File: config.mk
export PLATFORM = sky130hd
export DESIGN_NAME = dff_delay_line
export DESIGN_NICKNAME = d
export VERILOG_FILES = /design/src/rtl/dff_pkg.sv /design/src/rtl/dff_stage.sv /design/src/rtl/dff_delay_line.sv
export SDC_FILE = /design/constraint.sdc
export NUM_CORES = 1
export LEC_CHECK = 0
export CAP_MARGIN = 30
export CORE_UTILIZATION = 30
export DETAILED_ROUTE_END_ITERATION = 8
export PLACE_DENSITY = 0.57
export SKIP_CTS_REPAIR_TIMING = 1
export SLEW_MARGIN = 20
export SYNTH_ARGS = -nofsm -noshare
export SYNTH_HDL_FRONTEND = slang
export SYNTH_SLANG_ARGS = --single-unit
File: constraint.sdc
create_clock -name clk -period 1.7 [get_ports clk]
set_clock_uncertainty 0.05 [all_clocks]
set_input_delay 0.34 -clock clk [delete_from_list [all_inputs] [get_ports clk]]
set_output_delay 0.34 -clock clk [all_outputs]
set_load 0.01 [all_outputs]
File: src/rtl/dff_pkg.sv
// rtl/dff_pkg.sv - shared defaults and sizing helpers for the dff delay line
package dff_pkg;

  localparam int DFF_WIDTH_DEFAULT = 1;
  localparam int DFF_DEPTH_DEFAULT = 4;
  localparam int DFF_WIDTH_MAX     = 64;
  localparam int DFF_DEPTH_MAX     = 32;

  // Occupancy must be able to represent every value from 0 up to DEPTH inclusive.
  function automatic int occ_width(input int depth);
    return $clog2(depth + 1);
  endfunction

endpackage

File: src/rtl/dff_stage.sv
// rtl/dff_stage.sv - one delay-line stage: data register plus its valid bit
module dff_stage
  import dff_pkg::*;
#(
  parameter int WIDTH = DFF_WIDTH_DEFAULT
) (
  input  logic             clk,
  input  logic             rst,
  input  logic             en,
  input  logic             flush,
  input  logic [WIDTH-1:0] d,
  input  logic             d_valid,
  output logic [WIDTH-1:0] q,
  output logic             q_valid
);

  logic [WIDTH-1:0] data_q, data_d;
  logic             valid_q, valid_d;

  // Flush only drops validity; the data register keeps its old contents.
  always_comb begin
    data_d  = data_q;
    valid_d = valid_q;
    if (flush) begin
      valid_d = 1'b0;
    end else if (en) begin
      data_d  = d;
      valid_d = d_valid;
    end
  end

  always_ff @(posedge clk) begin
    if (rst) begin
      data_q  <= '0;
      valid_q <= 1'b0;
    end else begin
      data_q  <= data_d;
      valid_q <= valid_d;
    end
  end

  assign q       = data_q;
  assign q_valid = valid_q;

endmodule

File: src/rtl/dff_delay_line.sv
// rtl/dff_delay_line.sv - DEPTH-stage enabled delay line with per-stage valid,
// flush and a registered occupancy count
module dff_delay_line
  import dff_pkg::*;
#(
  parameter int WIDTH        = DFF_WIDTH_DEFAULT,
  parameter int DEPTH        = DFF_DEPTH_DEFAULT,
  parameter int MASK_INVALID = 1
) (
  input  logic                          clk,
  input  logic                          rst,
  input  logic [WIDTH-1:0]              d,
  input  logic                          d_valid,
  input  logic                          en,
  input  logic                          flush,
  output logic [WIDTH-1:0]              q,
  output logic                          q_valid,
  output logic [occ_width(DEPTH)-1:0]   occupancy
);

  localparam int OCC_W = occ_width(DEPTH);

  if (WIDTH < 1 || WIDTH > DFF_WIDTH_MAX) begin : g_bad_width
    $fatal(1, "dff_delay_line: WIDTH %0d outside 1..%0d", WIDTH, DFF_WIDTH_MAX);
  end
  if (DEPTH < 1 || DEPTH > DFF_DEPTH_MAX) begin : g_bad_depth
    $fatal(1, "dff_delay_line: DEPTH %0d outside 1..%0d", DEPTH, DFF_DEPTH_MAX);
  end
  if (MASK_INVALID != 0 && MASK_INVALID != 1) begin : g_bad_mask
    $fatal(1, "dff_delay_line: MASK_INVALID %0d must be 0 or 1", MASK_INVALID);
  end

  logic [WIDTH-1:0] stage_data [DEPTH];
  logic [DEPTH-1:0] stage_valid;

  for (genvar i = 0; i < DEPTH; i++) begin : g_stage
    if (i == 0) begin : g_head
      dff_stage #(.WIDTH(WIDTH)) u_stage (
        .clk     (clk),
        .rst     (rst),
        .en      (en),
        .flush   (flush),
        .d       (d),
        .d_valid (d_valid),
        .q       (stage_data[i]),
        .q_valid (stage_valid[i])
      );
    end else begin : g_body
      dff_stage #(.WIDTH(WIDTH)) u_stage (
        .clk     (clk),
        .rst     (rst),
        .en      (en),
        .flush   (flush),
        .d       (stage_data[i-1]),
        .d_valid (stage_valid[i-1]),
        .q       (stage_data[i]),
        .q_valid (stage_valid[i])
      );
    end
  end

  logic [OCC_W-1:0] occ_q, occ_d;

  // The count tracks entries in minus entries out, so it can never leave 0..DEPTH.
  always_comb begin
    occ_d = occ_q;
    if (flush) begin
      occ_d = '0;
    end else if (en) begin
      occ_d = occ_q + OCC_W'(d_valid) - OCC_W'(stage_valid[DEPTH-1]);
    end
  end

  always_ff @(posedge clk) begin
    if (rst) begin
      occ_q <= '0;
    end else begin
      occ_q <= occ_d;
    end
  end

  assign occupancy = occ_q;
  assign q_valid   = stage_valid[DEPTH-1];

  if (MASK_INVALID != 0) begin : g_mask
    assign q = stage_valid[DEPTH-1] ? stage_data[DEPTH-1] : '0;
  end else begin : g_raw
    assign q = stage_data[DEPTH-1];
  end

endmodule

# Yosys cells after proc, flatten, opt, wreduce, memory -nomap -nowiden
# Index checks and enable logic that the tools add are counted.
# word_totals
regBits	11
out_inout_bits	5
in_bits	6
wordCells	15
# op_classes
addsub	2
n_reduce_logical	2
n_mux	1
bitwise_logic	1
# ops
operator	count
$add 3x1->3	1
$sub 3x1->3	1
$reduce_and 2->1	1
$reduce_or 2->1	1
$mux 1	1
$not 1->1	1

# Depth between registers and ports, before layout
# Gate-level depths: netlist of run 1.
# logic_depth
word_depth	2
ltp_mapped	9
mapped_depth_nobuf	9

# Cells and area by module
# From an unflattened synthesis of run 1, not the netlist that was laid out.
# unflattened
cells_unflattened	51
hier_area_um2	526.8
# modules_own_cells
mod	instances	cells_per_inst	area_each_um2	seq_area_each_um2
dff_stage	4	8	83.8	40.0
dff_delay_line	1	19	191.4	60.1

# Least setup slack after synthesis of run 1
# OpenSTA, ideal clock, no wires.
# synth_path
path_type	flip-flop to flip-flop
from	reg occ_q[0] (netlist: occupancy[0])
to	reg occ_q[2] (netlist: occupancy[2])
synth_period_minus_slack_ps	1875
required_time_ps	1534
path_stages_with_launch	10
setup_slack_ps	-175
arrival_ps	1710
setup_time_ps	116
n_path_buf	0
path_cell_list	dfxtp_1 inv_1 ha_1 inv_1 ha_1 inv_1 fa_1 xor2_1 a211oi_2 a31o_1
# synth_via
elab_chain_len	2
# synth_lines
element	line_no	rtl
start, declared	dff_delay_line.sv:62	logic [OCC_W-1:0] occ_q, occ_d;
start signal, assigned	dff_delay_line.sv:76	occ_q <= '0;
start signal, assigned	dff_delay_line.sv:78	occ_q <= occ_d;
$add 3x1->3	dff_delay_line.sv:70	occ_d = occ_q + OCC_W'(d_valid) - OCC_W'(stage_valid[DEPTH-1]);
$sub 3x1->3	dff_delay_line.sv:70	
# No other way between the ends.
# A chain may end at the register's enable or synchronous reset.

# Final worst setup path of run 1
# Ends and elaborated chain as after synthesis.

==> flow_summary.json, run 1 <==
{
  "outcome": "complete, but fails checks",
  "critPathBufInv": 3,
  "num_antenna_cells": 0,
  "gr-usage-all-layers_pct": 10.14,
  "hold_violations": 0,
  "finalWeightedCongestion": 0.6278,
  "p_clk_share_pct": 34.0,
  "worst_hold_slack_ns": 0.4415,
  "layout_min_cycle_time_ns": 1.758,
  "vias_per_cell": 4.280,
  "timing.setup.tns_ns": -0.05800,
  "setup_viol": 1,
  "postSynthRegisterBits": 11,
  "min_path_type": "reg2reg",
  "yosys_warnings": 0,
  "fin_nets": 76,
  "initial_core_util_pct": 32.43,
  "flop_pwr_share_pct": 53.3,
  "final_critical_path_setup_slack_ns": -0.05800,
  "timing.final.max_slew_violations": 0,
  "max_clock_freq_ghz": 0.5688,
  "synth_cells": 48,
  "maxCapViolCount": 0,
  "utilization_after_layout_pct": 46.80,
  "worst_path_dominant_cell_family": "adder cells",
  "grt_antenna_before_repair": 0,
  "p_total_uw": 500.2,
  "chipWidth_microns": 42.59,
  "place.port_buffers": 10,
  "htree_num_levels": 1,
  "leak_nw": 0.3066,
  "irDropWorstVdd_mv": 0.4383,
  "largest_net_degree_at_the_start_of_global_routing": 10,
  "synth.lib_cells_used.distinct": 15,
  "clockBufferDepth": 2,
  "crit_required_ns": 1.86,
  "reg2reg_from": "occupancy[0]$_SDFFE_PP0P_",
  "routed_wire_length_per_instance_microns": 9.695,
  "tritoncts": "done",
  "final_cell_mix": "nor2_1, mux2i_1, clkdlybuf4s50_1, dfxtp_1, buf_4",
  "post_dp_cell_area_sq_um": 651.9,
  "power_switching_share_pct": 21.89,
  "unrepaired_setup_endpoints_after_global_routing": "yes",
  "pwr-share-comb_pct": 12.7,
  "drt_wl_total_microns": 795,
  "row_count": 14,
  "min_period_over_period_pct": 103.4,
  "via_count": 351,
  "grt_pass1_wl_mm": 1.338,
  "critPathMostFrequentCell": "inv_2",
  "grt_pass1_vias": 340,
  "die_area_sq_um": 1814,
  "height_of_the_chip_microns": 42.59,
  "post-synth-top-area-fraction_pct": 44.56,
  "crit_chain": "inv_2 -> ha_4 -> inv_2 -> ha_4 -> inv_2 -> fa_2 -> xor2_2 -> a211oi_2 -> a31o_1",
  "total_switching_power_uw": 109.5,
  "criticalPathCategory": "reg2reg",
  "failed_checks": "setup timing",
  "max-slew-margin-rel_pct": 87.95,
  "floorplan.core_area_sq_um": 1524,
  "overflow": 0,
  "synth.top_cells.by_area": "dfxtp_1, mux2i_1, nor2_1, ha_1, fa_1",
  "synth.avg_cell_area_sq_um": 10.30,
  "critPathArrivalTime_ns": 1.92,
  "timing.critical_path.slowest_cell_delay_ns": 0.36,
  "path_max_fanout": 2,
  "drive_above_1_share_pct": 33.33,
  "antenna_violating_nets_left": 0,
  "synth_area_sq_um": 494.2,
  "cts.root.buffer_cell": "clkbuf_4",
  "synth_seq_area_share_pct": 44.56,
  "final_cell_area_sq_um": 713.2,
  "cp_launch_type": "register",
  "clk_transition_reported_paths_ns": 0.07,
  "area.growth.synth_to_final_pct": 44.30,
  "worst_path_max_delay_cell": "fa_2",
  "pwr_density_cell_nw_per_um2": 701.4,
  "initial_drt_markers": 1,
  "drt_drc_violations_left": 0,
  "cts_inserted_buffers": 3,
  "ios": 11,
  "p_int_uw": 390.7,
  "clk-insertion-delay-late_ns": 0.26,
  "drt_pass1_iterations": 2,
  "yosysTopAreaCell": "dfxtp_1",
  "cts.sinks": 11,
  "crit_start": "occupancy[0]$_SDFFE_PP0P_",
  "place.detailed.hpwl_microns": 601.3,
  "max_slew.worst_pin.slew_ns": 0.1808,
  "layout.cells.most_common": "nor2_1",
  "min_from": "g_stage[0].g_head.u_stage.q_valid$_SDFFE_PP0P_",
  "postSynthNetCount": 57,
  "regToRegSetupSlack_ns": -0.06,
  "critPathCaptureType": "register"
}
## power groups by stage
stage	clock network, mW	registers [mW]	logic (mW)
after floorplan	0	0.273	0.0322
after global placement	0	0.272	0.0594
after detailed placement	0	0.272	0.0594
after CTS	0.185	0.266	0.0597
after global routing	0.192	0.267	0.0708
final	0.170	0.267	0.0636
## metal layers
| metal | track usage, % | part of all wire, % | up-vias |
|---|---|---|---|
| met1 | 12.20 | 48 | 152 |
| met5 | 0 | 0 | - |
| li1 | - | - | 191 |
| met2 | 14.46 | 47 | 8 |
| met3 | 6.466 | 5.8 | 0 |
| met4 | 3.750 | 0 | 0 |
## flip-flops by register name, summed over array words and instances, names as in the netlist
| register | flops |
|---|---|
| g_stage.g_body.u_stage.q | 3 |
| g_stage.g_body.u_stage.q_valid | 3 |
| g_stage.g_head.u_stage.q | 1 |
| g_stage.g_head.u_stage.q_valid | 1 |
| occupancy | 3 |
## cell usage after synthesis, drive strengths merged
cell type,count
dfxtp,11
nor2,11
mux2i,9
inv,4
buf,3
a211oi,2
ha,2
a31o,1
and2,1
fa,1
nor2b,1
or2,1
xor2,1
## cell families (layout without fill, tap and decap cells)
family / Yosys count / count (layout) / synth area share [%]
XOR/XNOR: 1 / 1 / 1.772
adder cells (fa/ha/maj): 3 / 3 / 9.113
flip-flops: 11 / 11 / 44.56
buffers and inverters: 7 / 25 / 8.352
AO/OA/AOI/OAI: 3 / 3 / 5.823
AND/OR/NAND/NOR: 14 / 14 / 12.15
multiplexers: 9 / 9 / 18.23
## per-stage QoR
step | std cells | setup slack [ns]
final | 82 | -0.05800
after global routing | 82 | -0.1563
after floorplan | 48 | -0.05954
after global placement | 78 | -0.2525
after detailed placement | 78 | -0.2675
after CTS | 82 | -0.1077
## final cells by class
class,instances,area [sq um]
Clock buffer,4,26.28
Inverter,4,15.01
Fill cell,146,810.8
Multi-Input combinational cell,30,272.8
Sequential cell,11,224.0
Tap cell,16,20.02
Timing Repair Buffer,17,155.1
## path summary, 6_finish.rpt
check                                                    to  cells after the start
max                               occupancy[2]$_SDFFE_PP0P_                      9
min          g_stage[1].g_body.u_stage.q_valid$_SDFFE_PP0P_                      2
max reg2reg                       occupancy[2]$_SDFFE_PP0P_                      9
min reg2reg  g_stage[1].g_body.u_stage.q_valid$_SDFFE_PP0P_                      2
## worst min-delay path: stages, from the launching register on
cell and delay [ns]:
dfxtp_1 0.32, mux2i_1 0.06, nor2_1 0.07
(Power assumes the default switching activity.)
==> run 2, diff against run 1 <==
Settings changed: GPL_TIMING_DRIVEN set to 0, RECOVER_POWER set to 100.
==> flow_summary.json, run 2 (synthesis results as in run 1) <==
{
  "outcome": "complete, but fails checks",
  "failed_checks": "setup timing",
  "grt_pass1_vias": 321,
  "grt_pass1_wl_mm": 1.297,
  "cts_inserted_buffers": 3,
  "layout_min_cycle_time_ns": 1.781,
  "die_area_sq_um": 1814,
  "hold_violations": 0,
  "finalWeightedCongestion": 0.6445,
  "critPathCaptureType": "register",
  "peak_usage_layer_in_the_global_routing_report": "met2",
  "clockBufferDepth": 2,
  "floorplan.core_area_sq_um": 1524,
  "grt_antenna_before_repair": 0,
  "multi_input_comb_area_sq_um": 272.8,
  "max_slew.worst_pin.slew_ns": 0.2659,
  "chipWidth_microns": 42.59,
  "flop_pwr_share_pct": 52.9,
  "pwr_density_cell_nw_per_um2": 741.9,
  "cp_launch_type": "input port",
  "antenna_violating_nets_left": 0,
  "maxCapViolCount": 0,
  "place.detailed.hpwl_microns": 558.3,
  "sequential_cell_area_sq_um": 226.5,
  "clk-insertion-delay-late_ns": 0.27,
  "final_cell_area_sq_um": 675.6,
  "setup_viol": 1,
  "utilization_after_layout_pct": 44.34,
  "place.port_buffers": 9,
  "critPathArrivalTime_ns": 1.90,
  "tritoncts": "done",
  "via_count": 344,
  "leak_nw": 0.2672,
  "row_count": 14,
  "grt_util_met2_pct": 15.08,
  "post_dp_cell_area_sq_um": 615.6,
  "criticalPathCategory": "in2reg",
  "max_clock_freq_ghz": 0.5615,
  "cts.root.buffer_cell": "clkbuf_4",
  "htree_num_levels": 1,
  "crit_required_ns": 1.82,
  "p_int_uw": 383.5,
  "routed_wire_length_per_instance_microns": 10.87,
  "power_switching_share_pct": 23.49,
  "timing.final.max_slew_violations": 0,
  "max-slew-margin-rel_pct": 82.27,
  "num_antenna_cells": 0,
  "overflow": 0,
  "drt_wl_total_microns": 837,
  "pwr-share-comb_pct": 11.5,
  "p_clk_share_pct": 35.6,
  "final_cell_mix": "nor2_1, mux2i_1, dfxtp_1, clkdlybuf4s50_1, dlygate4sd3_1",
  "drt_pass1_iterations": 2,
  "initial_core_util_pct": 32.43,
  "gr-usage-all-layers_pct": 10.33,
  "fin_nets": 71,
  "cts.sinks": 11,
  "layout.cells.most_common": "nor2_1",
  "area.growth.synth_to_final_pct": 36.71,
  "timing.setup.tns_ns": -0.08100,
  "ios": 11,
  "unrepaired_setup_endpoints_after_global_routing": "yes",
  "drive_above_1_share_pct": 27.87,
  "drt_drc_violations_left": 0,
  "fill_cells": 149,
  "worst_hold_slack_ns": 0.3046,
  "vias_per_cell": 4.468,
  "irDropWorstVdd_mv": 0.5208,
  "p_total_uw": 501.3,
  "initial_drt_markers": 2,
  "min_period_over_period_pct": 104.8,
  "path_max_fanout": 2,
  "largest_net_degree_at_the_start_of_global_routing": 11,
  "height_of_the_chip_microns": 42.59,
  "min_path_type": "in2reg",
  "gr_util_met3_pct": 7.759,
  "total_switching_power_uw": 117.7,
  "gr-usage-met1_pct": 10.64,
  "final_critical_path_setup_slack_ns": -0.08100,
  "clk_transition_reported_paths_ns": 0.07
}
## run 2: area by class of cell
class	count	share of cell area, %
Buffer	3	3.333
Clock buffer	4	3.889
Inverter	4	2.593
Multi-Input combinational cell	30	40.37
Sequential cell	11	33.52
Tap cell	16	2.963
Timing Repair Buffer	9	13.33
## run 2: path summary, 6_finish.rpt
check,to,slack (ns),cells after the start,start
max,occupancy[2]$_SDFFE_PP0P_,-0.08,7,d_valid
min reg2reg,g_stage[3].g_body.u_stage.q$_SDFFE_PP0P_,0.44,2,g_stage[3].g_body.u_stage.q$_SDFFE_PP0P_
min,occupancy[1]$_SDFFE_PP0P_,0.30,2,en
max reg2reg,occupancy[2]$_SDFFE_PP0P_,-0.07,8,g_stage[3].g_body.u_stage.q_valid$_SDFFE_PP0P_
## run 2: metal layers
metal  share of wire (%)  up-vias
met4                 1.6        0
met5                   0        -
met1                  43      153
li1                    -      182
met3                 6.0        2
met2                  49        7
## run 2: stage by stage
| stage | worst slack (ns) | instances |
|---|---|---|
| after CTS | -0.1241 | 77 |
| final | -0.08100 | 77 |
| after global routing | -0.1585 | 77 |
| after global placement | -0.2774 | 73 |
| after floorplan | -0.05954 | 48 |
| after detailed placement | -0.2987 | 73 |
## run 2: power groups by stage
| stage | clock network [mW] | registers, mW | logic, mW |
|---|---|---|---|
| 3_3_place_gp | 0 | 0.272 | 0.0529 |
| 2_1_floorplan | 0 | 0.273 | 0.0322 |
| 3_5_place_dp | 0 | 0.273 | 0.0536 |
| 6_report | 0.178 | 0.265 | 0.0576 |
| 4_1_cts | 0.187 | 0.267 | 0.0538 |
| 5_1_grt | 0.200 | 0.266 | 0.0637 |
## run 2: worst max-delay path, cell delays in order
cell             delay, ns
clkdlybuf4s50_1       0.55
ha_4                  0.16
inv_2                 0.04
fa_2                  0.37
xor2_2                0.17
a211oi_2              0.09
a31o_1                0.18
